==> config.mk <==
export PLATFORM = sky130hd
export DESIGN_NAME = data_output_writer
export DESIGN_NICKNAME = d
export VERILOG_FILES = /design/src/rtl/strela_pkg.sv /design/src/rtl/fifo_v3.sv /design/src/rtl/round_robin_arbiter.sv /design/src/rtl/data_output_writer.sv
export SDC_FILE = /design/constraint.sdc
export NUM_CORES = 1
export LEC_CHECK = 0
export ABC_CLOCK_PERIOD_IN_PS = 13400
export BUFFER_PORTS_ARGS = -buffer_cell sky130_fd_sc_hd__buf_2
export CAP_MARGIN = 20
export CORE_ASPECT_RATIO = 1.4
export CORE_UTILIZATION = 40
export CTS_BUF_LIST = sky130_fd_sc_hd__clkbuf_2
export DETAILED_ROUTE_END_ITERATION = 8
export HOLD_SLACK_MARGIN = 0.05
export PLACE_DENSITY = 0.7
export SYNTH_ARGS = -nofsm -noshare
export SYNTH_HDL_FRONTEND = slang
export SYNTH_HIERARCHICAL = 1
export SYNTH_SLANG_ARGS = --single-unit
==> constraint.sdc <==
create_clock -name clk_i -period 13.4 [get_ports clk_i]
set_clock_uncertainty 0.05 [all_clocks]
set_input_delay 1.34 -clock clk_i [delete_from_list [all_inputs] [get_ports clk_i]]
set_output_delay 1.34 -clock clk_i [all_outputs]
set_load 0.005 [all_outputs]
==> src/rtl/strela_pkg.sv <==
// Shared definitions for the STRELA memory-side blocks: default sizing
// of the output path and the registered AXI write slot.
package strela_pkg;

   localparam int unsigned STRELA_MAX_OUTSTANDING   = 6;
   localparam int unsigned STRELA_OUTPUT_FIFO_DEPTH = 4;

   // One registered AXI write: 64-bit aligned address, replicated word, lane strobes
   typedef struct packed {
      logic [31:0] addr;
      logic [63:0] data;
      logic [7:0]  strb;
   } wr_slot_t;

   // A 32-bit word lands in the low or high half of the 64-bit beat depending on addr[2]
   function automatic wr_slot_t make_slot(input logic [31:0] byte_addr, input logic [31:0] word);
      wr_slot_t s;
      s.addr = {byte_addr[31:3], 3'b000};
      s.data = {word, word};
      s.strb = byte_addr[2] ? 8'hF0 : 8'h0F;
      return s;
   endfunction

endpackage

==> src/rtl/fifo_v3.sv <==
// Synchronous single-clock FIFO with flush; push is ignored when full and
// pop is ignored when empty. Contents are cleared on reset.
module fifo_v3 #(
   parameter int unsigned DATA_WIDTH = 32,
   parameter int unsigned DEPTH      = 4
) (
   input  logic                  clk_i,
   input  logic                  rst_i,
   input  logic                  flush_i,
   output logic                  full_o,
   output logic                  empty_o,
   input  logic [DATA_WIDTH-1:0] data_i,
   input  logic                  push_i,
   output logic [DATA_WIDTH-1:0] data_o,
   input  logic                  pop_i
);

   localparam int unsigned PW = (DEPTH > 1) ? $clog2(DEPTH) : 1;
   localparam int unsigned CW = $clog2(DEPTH + 1);

   logic [DATA_WIDTH-1:0] r_mem [DEPTH];
   logic [PW-1:0]         r_rd;
   logic [PW-1:0]         r_wr;
   logic [CW-1:0]         r_cnt;
   logic                  w_push;
   logic                  w_pop;

   function automatic logic [PW-1:0] ptr_inc(input logic [PW-1:0] p);
      return (p == PW'(DEPTH - 1)) ? '0 : p + 1'b1;
   endfunction

   assign full_o  = (r_cnt == CW'(DEPTH));
   assign empty_o = (r_cnt == '0);
   assign w_push  = push_i & ~full_o;
   assign w_pop   = pop_i & ~empty_o;
   assign data_o  = r_mem[r_rd];

   // Storage, pointers and occupancy; flush empties the queue without touching storage
   always_ff @(posedge clk_i) begin
      if (rst_i) begin
         for (int k = 0; k < int'(DEPTH); k++) r_mem[k] <= '0;
         r_rd  <= '0;
         r_wr  <= '0;
         r_cnt <= '0;
      end else if (flush_i) begin
         r_rd  <= '0;
         r_wr  <= '0;
         r_cnt <= '0;
      end else begin
         if (w_push) begin
            r_mem[r_wr] <= data_i;
            r_wr        <= ptr_inc(r_wr);
         end
         if (w_pop) r_rd <= ptr_inc(r_rd);
         case ({w_push, w_pop})
            2'b10:   r_cnt <= r_cnt + 1'b1;
            2'b01:   r_cnt <= r_cnt - 1'b1;
            default: r_cnt <= r_cnt;
         endcase
      end
   end

endmodule

==> src/rtl/round_robin_arbiter.sv <==
// Round-robin arbiter: searches requests starting at the stored priority
// position, wrapping at N; priority moves one past each grant.
module round_robin_arbiter #(
   parameter int unsigned N = 4
) (
   input  logic                                 clk_i,
   input  logic                                 rst_i,
   input  logic                                 enable_i,
   input  logic [N-1:0]                         request_i,
   output logic [N-1:0]                         grant_o,
   output logic                                 grant_valid_o,
   output logic [((N > 1) ? $clog2(N) : 1)-1:0] grant_idx_o
);

   localparam int unsigned IW = (N > 1) ? $clog2(N) : 1;

   logic [IW-1:0] r_prio;
   logic          w_found;
   int unsigned   w_pos;

   // First requester at or after the priority pointer wins
   always_comb begin
      w_found     = 1'b0;
      w_pos       = 0;
      grant_o     = '0;
      grant_idx_o = '0;
      for (int unsigned k = 0; k < N; k++) begin
         w_pos = 32'(r_prio) + k;
         if (w_pos >= N) w_pos = w_pos - N;
         if (enable_i && !w_found && request_i[IW'(w_pos)]) begin
            w_found               = 1'b1;
            grant_o[IW'(w_pos)]   = 1'b1;
            grant_idx_o           = IW'(w_pos);
         end
      end
      grant_valid_o = w_found;
   end

   // Priority pointer advances to the node after the last grant
   always_ff @(posedge clk_i) begin
      if (rst_i) begin
         r_prio <= '0;
      end else if (w_found) begin
         r_prio <= (grant_idx_o == IW'(N - 1)) ? '0 : grant_idx_o + 1'b1;
      end
   end

endmodule

==> src/rtl/data_output_writer.sv <==
// Collects CGRA output streams into per-node FIFOs and writes them to
// memory over an AXI write channel, one 32-bit word per 64-bit beat.
module data_output_writer
   import strela_pkg::*;
#(
   parameter int unsigned OUTPUT_NODES_NUM  = 4,
   parameter int unsigned OUTPUT_FIFO_DEPTH = STRELA_OUTPUT_FIFO_DEPTH,
   parameter int unsigned MAX_OUTSTANDING   = STRELA_MAX_OUTSTANDING
) (
   input  logic                            clk_i,
   input  logic                            rst_i,
   input  logic                            execute_i,
   input  logic [32*OUTPUT_NODES_NUM-1:0]  data_output_i,
   input  logic [OUTPUT_NODES_NUM-1:0]     data_output_valid_i,
   output logic [OUTPUT_NODES_NUM-1:0]     data_output_ready_o,
   input  logic [32*OUTPUT_NODES_NUM-1:0]  data_output_addr_i,
   input  logic [16*OUTPUT_NODES_NUM-1:0]  data_output_size_i,
   input  logic [16*OUTPUT_NODES_NUM-1:0]  data_output_stride_i,
   output logic [31:0]                     aw_addr_o,
   output logic [2:0]                      aw_prot_o,
   output logic                            aw_valid_o,
   input  logic                            aw_ready_i,
   output logic [63:0]                     w_data_o,
   output logic [7:0]                      w_strb_o,
   output logic                            w_valid_o,
   input  logic                            w_ready_i,
   input  logic [1:0]                      b_resp_i,
   input  logic                            b_valid_i,
   output logic                            b_ready_o,
   output logic                            done_o,
   output logic                            error_o
);

   localparam int unsigned N    = OUTPUT_NODES_NUM;
   localparam int unsigned IW   = (N > 1) ? $clog2(N) : 1;
   localparam int unsigned CNTW = $clog2(MAX_OUTSTANDING + 1);

   logic [31:0]     r_offset [N];
   wr_slot_t        r_slot;
   logic            r_aw_valid;
   logic            r_w_valid;
   logic            r_active;
   logic            r_done;
   logic            r_error;
   logic [CNTW-1:0] r_outstanding;

   logic [31:0]     w_word   [N];
   logic [31:0]     w_base   [N];
   logic [15:0]     w_size   [N];
   logic [15:0]     w_stride [N];
   logic [N-1:0]    w_full;
   logic [N-1:0]    w_empty;
   logic [N-1:0]    w_push;
   logic [N-1:0]    w_eligible;
   logic [N-1:0]    w_grant;
   logic            w_grant_valid;
   logic [IW-1:0]   w_grant_idx;
   logic            w_slot_free;
   logic [CNTW:0]   w_cnt_eff;
   logic            w_arb_en;
   logic [31:0]     w_byte_addr;
   logic            w_all_complete;

   assign aw_prot_o           = 3'b000;
   assign b_ready_o           = 1'b1;
   assign aw_addr_o           = r_slot.addr;
   assign w_data_o            = r_slot.data;
   assign w_strb_o            = r_slot.strb;
   assign aw_valid_o          = r_aw_valid;
   assign w_valid_o           = r_w_valid;
   assign done_o              = r_done;
   assign error_o             = r_error;

   for (genvar g = 0; g < int'(N); g++) begin : g_node
      assign w_base[g]   = data_output_addr_i[32*g +: 32];
      assign w_size[g]   = data_output_size_i[16*g +: 16];
      assign w_stride[g] = data_output_stride_i[16*g +: 16];

      assign data_output_ready_o[g] = r_active & ~w_full[g];
      assign w_push[g]              = data_output_valid_i[g] & data_output_ready_o[g];
      assign w_eligible[g]          = ~w_empty[g] & (r_offset[g] < {16'h0000, w_size[g]});

      fifo_v3 #(
         .DATA_WIDTH (32),
         .DEPTH      (OUTPUT_FIFO_DEPTH)
      ) u_fifo (
         .clk_i   (clk_i),
         .rst_i   (rst_i),
         .flush_i (execute_i),
         .full_o  (w_full[g]),
         .empty_o (w_empty[g]),
         .data_i  (data_output_i[32*g +: 32]),
         .push_i  (w_push[g]),
         .data_o  (w_word[g]),
         .pop_i   (w_grant[g])
      );
   end

   // The slot is free if whatever it holds is handed off on this edge, so grants can run back to back
   assign w_slot_free = ~(r_aw_valid & ~aw_ready_i) & ~(r_w_valid & ~w_ready_i);
   // A B response arriving this cycle already frees its credit for the next grant
   assign w_cnt_eff   = {1'b0, r_outstanding} - {{CNTW{1'b0}}, b_valid_i};
   assign w_arb_en    = r_active & w_slot_free & (w_cnt_eff < (CNTW + 1)'(MAX_OUTSTANDING));
   assign w_byte_addr = w_base[w_grant_idx] + r_offset[w_grant_idx];

   round_robin_arbiter #(
      .N (N)
   ) u_arb (
      .clk_i         (clk_i),
      .rst_i         (rst_i),
      .enable_i      (w_arb_en),
      .request_i     (w_eligible),
      .grant_o       (w_grant),
      .grant_valid_o (w_grant_valid),
      .grant_idx_o   (w_grant_idx)
   );

   // Completion: every stream reached its size and nothing is left on the bus
   always_comb begin
      w_all_complete = ~r_aw_valid & ~r_w_valid & (r_outstanding == '0);
      for (int g = 0; g < int'(N); g++) begin
         if (r_offset[g] < {16'h0000, w_size[g]}) w_all_complete = 1'b0;
      end
   end

   // Write slot: load on grant, AW and W valids retire independently on their handshakes
   always_ff @(posedge clk_i) begin
      if (rst_i) begin
         r_slot     <= '0;
         r_aw_valid <= 1'b0;
         r_w_valid  <= 1'b0;
      end else if (w_grant_valid) begin
         r_slot     <= make_slot(w_byte_addr, w_word[w_grant_idx]);
         r_aw_valid <= 1'b1;
         r_w_valid  <= 1'b1;
      end else begin
         if (aw_ready_i) r_aw_valid <= 1'b0;
         if (w_ready_i)  r_w_valid  <= 1'b0;
      end
   end

   // Per-node byte offsets: restart on execute, advance by stride on each grant
   always_ff @(posedge clk_i) begin
      if (rst_i || execute_i) begin
         for (int g = 0; g < int'(N); g++) r_offset[g] <= '0;
      end else if (w_grant_valid) begin
         r_offset[w_grant_idx] <= r_offset[w_grant_idx] + {16'h0000, w_stride[w_grant_idx]};
      end
   end

   // Writes awaiting a B response; survives execute so late responses still balance
   always_ff @(posedge clk_i) begin
      if (rst_i) begin
         r_outstanding <= '0;
      end else begin
         case ({w_grant_valid, b_valid_i})
            2'b10:   r_outstanding <= r_outstanding + 1'b1;
            2'b01:   r_outstanding <= r_outstanding - 1'b1;
            default: r_outstanding <= r_outstanding;
         endcase
      end
   end

   // Run control: execute starts a run and clears status, completion ends it
   always_ff @(posedge clk_i) begin
      if (rst_i) begin
         r_active <= 1'b0;
         r_done   <= 1'b0;
         r_error  <= 1'b0;
      end else if (execute_i) begin
         r_active <= 1'b1;
         r_done   <= 1'b0;
         r_error  <= 1'b0;
      end else begin
         if (r_active && w_all_complete) begin
            r_active <= 1'b0;
            r_done   <= 1'b1;
         end
         if (b_valid_i && (b_resp_i != 2'b00)) r_error <= 1'b1;
      end
   end

   a_b_without_write : assert property (@(posedge clk_i) disable iff (rst_i)
      !(b_valid_i && (r_outstanding == '0)));

   a_outstanding_overflow : assert property (@(posedge clk_i) disable iff (rst_i)
      !(w_grant_valid && !b_valid_i && (r_outstanding >= CNTW'(MAX_OUTSTANDING))));

endmodule

## Word level (Yosys, flattened, before mapping)

Memories as Yosys holds them, arrays and structs flattened. A register that Yosys moved wholly into a read port is not among the register bits.
Cells that the tools add are included.

| word-level totals | value |
|---|---|
| register bits after elaboration | 139 |
| bits in writable memories | 640 |
| input bits | 396 |
| output and inout port bits | 116 |
| logic and storage cells | 291 |
| memories kept | 5 |

| cells by class | value |
|---|---|
| add/sub/neg operators | 29 |
| $lt $le $gt $ge | 18 |
| equal/unequal tests | 23 |
| muxes and demuxes | 112 |
| bitwise logic cells | 45 |
| reductions and logical operators | 37 |

Memories:

| memory | words | width | read ports | clocked after Yosys merged registers in | wr ports | RTL line | text |
|---|---|---|---|---|---|---|---|
| g_node[0].u_fifo.r_mem | 4 | 32 | 1 | 1 | 4 | fifo_v3.sv:21 | `logic [DATA_WIDTH-1:0] r_mem [DEPTH];` |
| g_node[1].u_fifo.r_mem | 4 | 32 | 1 | 1 | 4 | fifo_v3.sv:21 |  |
| g_node[2].u_fifo.r_mem | 4 | 32 | 1 | 1 | 4 | fifo_v3.sv:21 |  |
| g_node[3].u_fifo.r_mem | 4 | 32 | 1 | 1 | 4 | fifo_v3.sv:21 |  |
| r_offset | 4 | 32 | 5 | 0 | 4 | data_output_writer.sv:38 | `logic [31:0] r_offset [N];` |

Operators by type and width:

| kind | number |
|---|---|
| two-way mux 32 bit | 9 |
| OR reduction 32 bit | 5 |
| binary-select mux 32 bit (select 2 bit) | 2 |
| < comparator 32 x 16 -> 1 bit | 4 |
| two-way mux 2 bit | 30 |
| two-way mux 1 bit | 50 |
| adder 32 x 16 -> 32 bit | 1 |
| adder 32 bit | 1 |
| binary-select mux 16 bit (select 2 bit) | 1 |
| two-way mux 16 bit | 2 |
| one-hot mux 3 bit (2 select lines) | 5 |
| == test 2 bit, second input constant | 14 |
| AND 1 bit | 27 |
| adder 2 x 1 -> 2 bit, second input constant | 9 |
| nonzero test 2 bit | 9 |
| two-way mux 4 bit | 4 |
| adder 3 x 1 -> 3 bit, second input constant | 5 |
| zero test 3 bit | 5 |
| subtractor 3 x 1 -> 3 bit, second input constant | 5 |
| NOT 1 bit | 14 |
| logical AND 1 bit | 13 |
| == test 3 bit, second input constant | 4 |
| >= comparator 3 bit, second input constant | 4 |
| < comparator 2 x 3 -> 1 bit, second input constant | 4 |
| other kinds (16) | 37 |

## Logic depth before layout (Yosys ltp)

| logic depth | value |
|---|---|
| depth after elaboration | 26 |
| gate-level depth with buffers | 33 |
| mapped depth without buffers | 26 |

## Cells and area by module

Netlist, hierarchy kept.

By module, submodules not included:

| module | instances | cells each | area an instance (um2) | seq. area each (um2) |
|---|---|---|---|---|
| fifo_v3 | 4 | 368 | 6043.3 | 4023.9 |
| data_output_writer | 1 | 1301 | 14129.8 | 5265.0 |
| round_robin_arbiter | 1 | 64 | 550.5 | 40.0 |

## Worst setup path after synthesis

OpenSTA, ideal clock, no wires.

| path | value |
|---|---|
| path kind | input port to flip-flop |
| from | in data_output_size_i[33] |
| to | mem r_offset[1][22], data pin |
| setup time | 265 ps |
| arrival time | 8073 ps |
| data required time | 13085 ps |
| slack | 5012 ps |
| cell stages on the path | 32 |
| path buffers | 7 |
| cell sequence | inv_1 ha_1 a21o_1 a21o_1 a211oi_1 o21ai_0 a221oi_1 o21a_1 nor2b_1 or3b_1 nand3_1 and4b_1 buf_6 o32a_2 buf_2 buf_4 buf_2 buf_2 buf_2 mux4_2 ha_1 fa_1 a21o_1 a21oi_1 o21bai_1 a21oi_1 o31a_1 o31a_1 clkbuf_1 nor3_1 xnor2_1 nor2_1 |

RTL lines:

| what | RTL line | text |
|---|---|---|
| start, declared | data_output_writer.sv:17 | `input logic [16*OUTPUT_NODES_NUM-1:0] data_output_size_i,` |
| end, declared | data_output_writer.sv:38 |  |

==> metrics <==
status=finished clean; cell count after synthesis=2837; Yosys reg bits=749; Post-synth EDFFs=640; minimum clock period=8.56 ns; Post-DP HPWL=85900 µm; Fillers=8437; Worst setup EP type=register; Reg2Reg Setup Slack=4.84 ns; critical path cell sequence=ha_1, a21o_1, a21o_1, a21oi_1, o211a_1, o21ai_0, a21oi_1, o21ai_0, nor2_1, or3b_1, nand3_1, and4b_1, mux2i_4, buf_12, mux4_2, ha_1, o21ai_0, a221oi_1, o21ai_1, o21ai_1, a311o_1, a21oi_2, o311ai_0, or3b_1; crit path max-delay cell type=a221oi_1; Layout Cells excl Fill=4972; Cell Area, Synth=0.0389 mm²; layout cells sized above 1=34.8%; pin count of the biggest net entering global routing=119; Most common cell on crit path=o21ai_0; relative slew slack=20.1%; CTS buffer count=179; Pwr per Cell Area=104 mW/mm²; clk slew on worst S/H paths=0.12 ns; crit path buf inv count=1; maximum clock rate=117 MHz; period utilisation layout=63.8%; vias=27400; Clock Tree Buf Depth=3; Post-synth top flop=edfxtp_1; Initial DRT Pass Iterations=8; WP depth=24; Critical Path End=aw_addr_o[23]$_SDFFE_PP0P_; Worst Path Required=14.66 ns; Worst Reg2Reg Path Length in Cells=24; Netlist cell types=88; setup violators final=0; initial antenna violation count=23; clk_lat worst skew=1.48 ns; die height=371 µm; Min-Delay Path Class=register to register; remaining global-route overflow=0; Max Cap Viol=0; Sink Count=749; vias in the first global route=27600; first-pass GRT wire length=180000 µm; leakage power=18.7 nW; Reg-to-Reg End=aw_addr_o[23]$_SDFFE_PP0P_; Ports=512; startpoint types=register; Fin Hold WS=0.417 ns; cell taking the most area after synthesis=edfxtp_1; die width=265 µm; Final Wtd Congestion=0.956; GRT Total Usage=25.4%; Critical R2R Launch=r_offset[3][1]$_DFFE_PP_; CTS tree=yes; vias per inst=5.51; Area growth syn-to-layout=17.6%; Worst-Margin Slew=1.20 ns; async set or reset register ratio after synthesis=0%; Yosys warning total=6; register area share after synthesis=55.1%; core area=0.0957 mm²; Critical path origin=r_offset[3][1]$_DFFE_PP_; CP Class=register to register; full die area=0.0984 mm²; Tot Pwr=0.00475 W; area fraction of the dominant cell type after synthesis=49.5%; area of all sequential standard cells=0.0214 mm²; Rows=134; top cell family by delay on the critical path=compound AO/OA/AOI/OAI gates; hold depth=2; Clock Tree Root=clkbuf_2; H-tree depth=4; ranking of synthesized cells by area=edfxtp_1 49%, mux4_2 14%, dfxtp_1 5.6%; WL per Instance=25.3 µm; CP Data Arrival Time=9.81 ns; post-CTS setup buffers=0; DRC Markers=0; input/output buffers=504; Slowest Stage Delay on Critical Path=1.00 ns; Peak VDD IR=0.0958 mV; Inst Count DP=4485; Avg Inst Size Synth=13.7 µm²; RSZ-0062 raised after global routing=false; Nets=4033; Slew Viols, Final=0; Detail Route Antenna Nets=0; Starting Density=40.6%; crit path max fanout=118; final wirelength=126000 µm; Final Hold Vio Count=0; 1st-iter DRT viols=2461; Final TNS setup=0 ns; multi-input logic area=0.0162 mm²
## power by group
group	leakage, nW	total (W)	internal [W]	switching (W)
Clock	1.35	0.00164	0.000668	0.000977
Sequential	7.59	0.00263	0.00260	0.0000304
Combinational	9.76	0.000476	0.000191	0.000285
## flip-flops by register name, summed over array words and instances (netlist names), named ones only
register,cells
w_data_o,32
g_node.u_fifo/r_rd,8
u_arb/r_prio,1
r_outstanding,3
aw_valid_o,1
g_node.u_fifo/r_cnt,12
g_node.u_fifo/r_wr,8
r_offset,128
aw_addr_o,29
error_o,1
done_o,1
g_node.u_fifo/r_mem,512
r_active,1
w_strb_o,2
w_valid_o,1
## layout make-up
type / count / share of cell area (%)
Antenna cell: 20 / 0.110
Clock buffer: 272 / 2.98
Clock inverter: 62 / 0.967
Inverter: 115 / 0.945
Multi-Input combinational cell: 1778 / 35.4
Sequential cell: 749 / 46.8
Tap cell: 1292 / 3.54
Timing Repair Buffer: 684 / 9.27
## what timing repair did
item | 4_1_cts | 5_1_grt
setup endpoints to repair | 0 | 0
hold endpoints to repair | 531 | 0
gates resized for setup | 0 | 0
hold buffers | 133 | 0
## synthesized netlist by cell type, types with 34 or more instances
| library cell | instances |
|---|---|
| clkbuf_1 | 79 |
| and3_1 | 138 |
| nor2_1 | 236 |
| ha_1 | 124 |
| and2_1 | 282 |
| mux2i_1 | 56 |
| buf_2 | 34 |
| mux4_2 | 241 |
| buf_4 | 47 |
| a21oi_1 | 65 |
| dfxtp_1 | 109 |
| inv_1 | 115 |
| o21ai_0 | 41 |
| edfxtp_1 | 640 |
| nand2_1 | 75 |
| and2_2 | 112 |
| a21o_1 | 37 |
| xor2_1 | 35 |
## through the flow
step           setup WS [ns]  util (%)  cell area (µm²)
4_1_cts                 5.03      47.7            45600
6_report                4.84      47.7            45700
5_1_grt                 4.54      47.7            45700
2_1_floorplan           5.01         -            38900
3_3_place_gp            4.14      44.4            42500
3_5_place_dp            4.10      44.4            42500
## per-layer routing
layer,part of all wire [%],track usage [%],vias up
li1,-,-,12100
met1,35,27.5,13600
met2,51,44.2,1432
met3,8.0,6.37,295
met4,6.3,16.2,8
met5,0.037,0,-
## worst min-delay path: cells and delay by family, from the launching register on
| kind | cells | cell delay, ns |
|---|---|---|
| AOI/OAI and AO/OA | 1 | 0.05 |
| DFF | 1 | 0.32 |
| and+or+nand+nor | 1 | 0.06 |
## kinds of logic after synthesis
| logic type | share of synthesized area, % |
|---|---|
| simple gates | 15.6 |
| flops | 55.1 |
| buf+inv | 3.74 |
| mux | 15.5 |
| compound gates | 4.28 |
| fa+ha+maj | 4.30 |
| xor+xnor | 1.47 |
| other cells | 0.0193 |
## how the worst min path moves through the flow
stage / from / endpoint / slack, ns
after CTS: execute_i / error_o$_SDFFE_PP0P_ / 0.20
after detailed placement: aw_addr_o[22]$_SDFFE_PP0P_ / aw_addr_o[22]$_SDFFE_PP0P_ / 0.40
final: aw_addr_o[22]$_SDFFE_PP0P_ / aw_addr_o[22]$_SDFFE_PP0P_ / 0.42
after global placement: error_o$_SDFFE_PP0P_ / error_o$_SDFFE_PP0P_ / 0.40
after floorplan: aw_addr_o[22]$_SDFFE_PP0P_ / aw_addr_o[22]$_SDFFE_PP0P_ / 0.41
after global routing: execute_i / error_o$_SDFFE_PP0P_ / 0.24
## cell usage in the layout, fill, tap and decap left out, drive strengths merged, types with 16 or more instances in the layout
| cell type | n |
|---|---|
| a21o | 37 |
| a21oi | 66 |
| and2 | 395 |
| and3 | 139 |
| buf | 551 |
| clkbuf | 272 |
| clkinv | 47 |
| dfxtp | 109 |
| diode | 20 |
| dlygate4sd3 | 133 |
| edfxtp | 640 |
| ha | 124 |
| inv | 122 |
| mux2i | 57 |
| mux4 | 241 |
| nand2 | 75 |
| nand2b | 16 |
| nand3 | 30 |
| nand4 | 17 |
| nor2 | 240 |
| nor2b | 16 |
| nor3 | 22 |
| nor4 | 24 |
| o21ai | 43 |
| xnor2 | 30 |
| xor2 | 35 |
No activity file was read; power rests on OpenSTA's default activity.
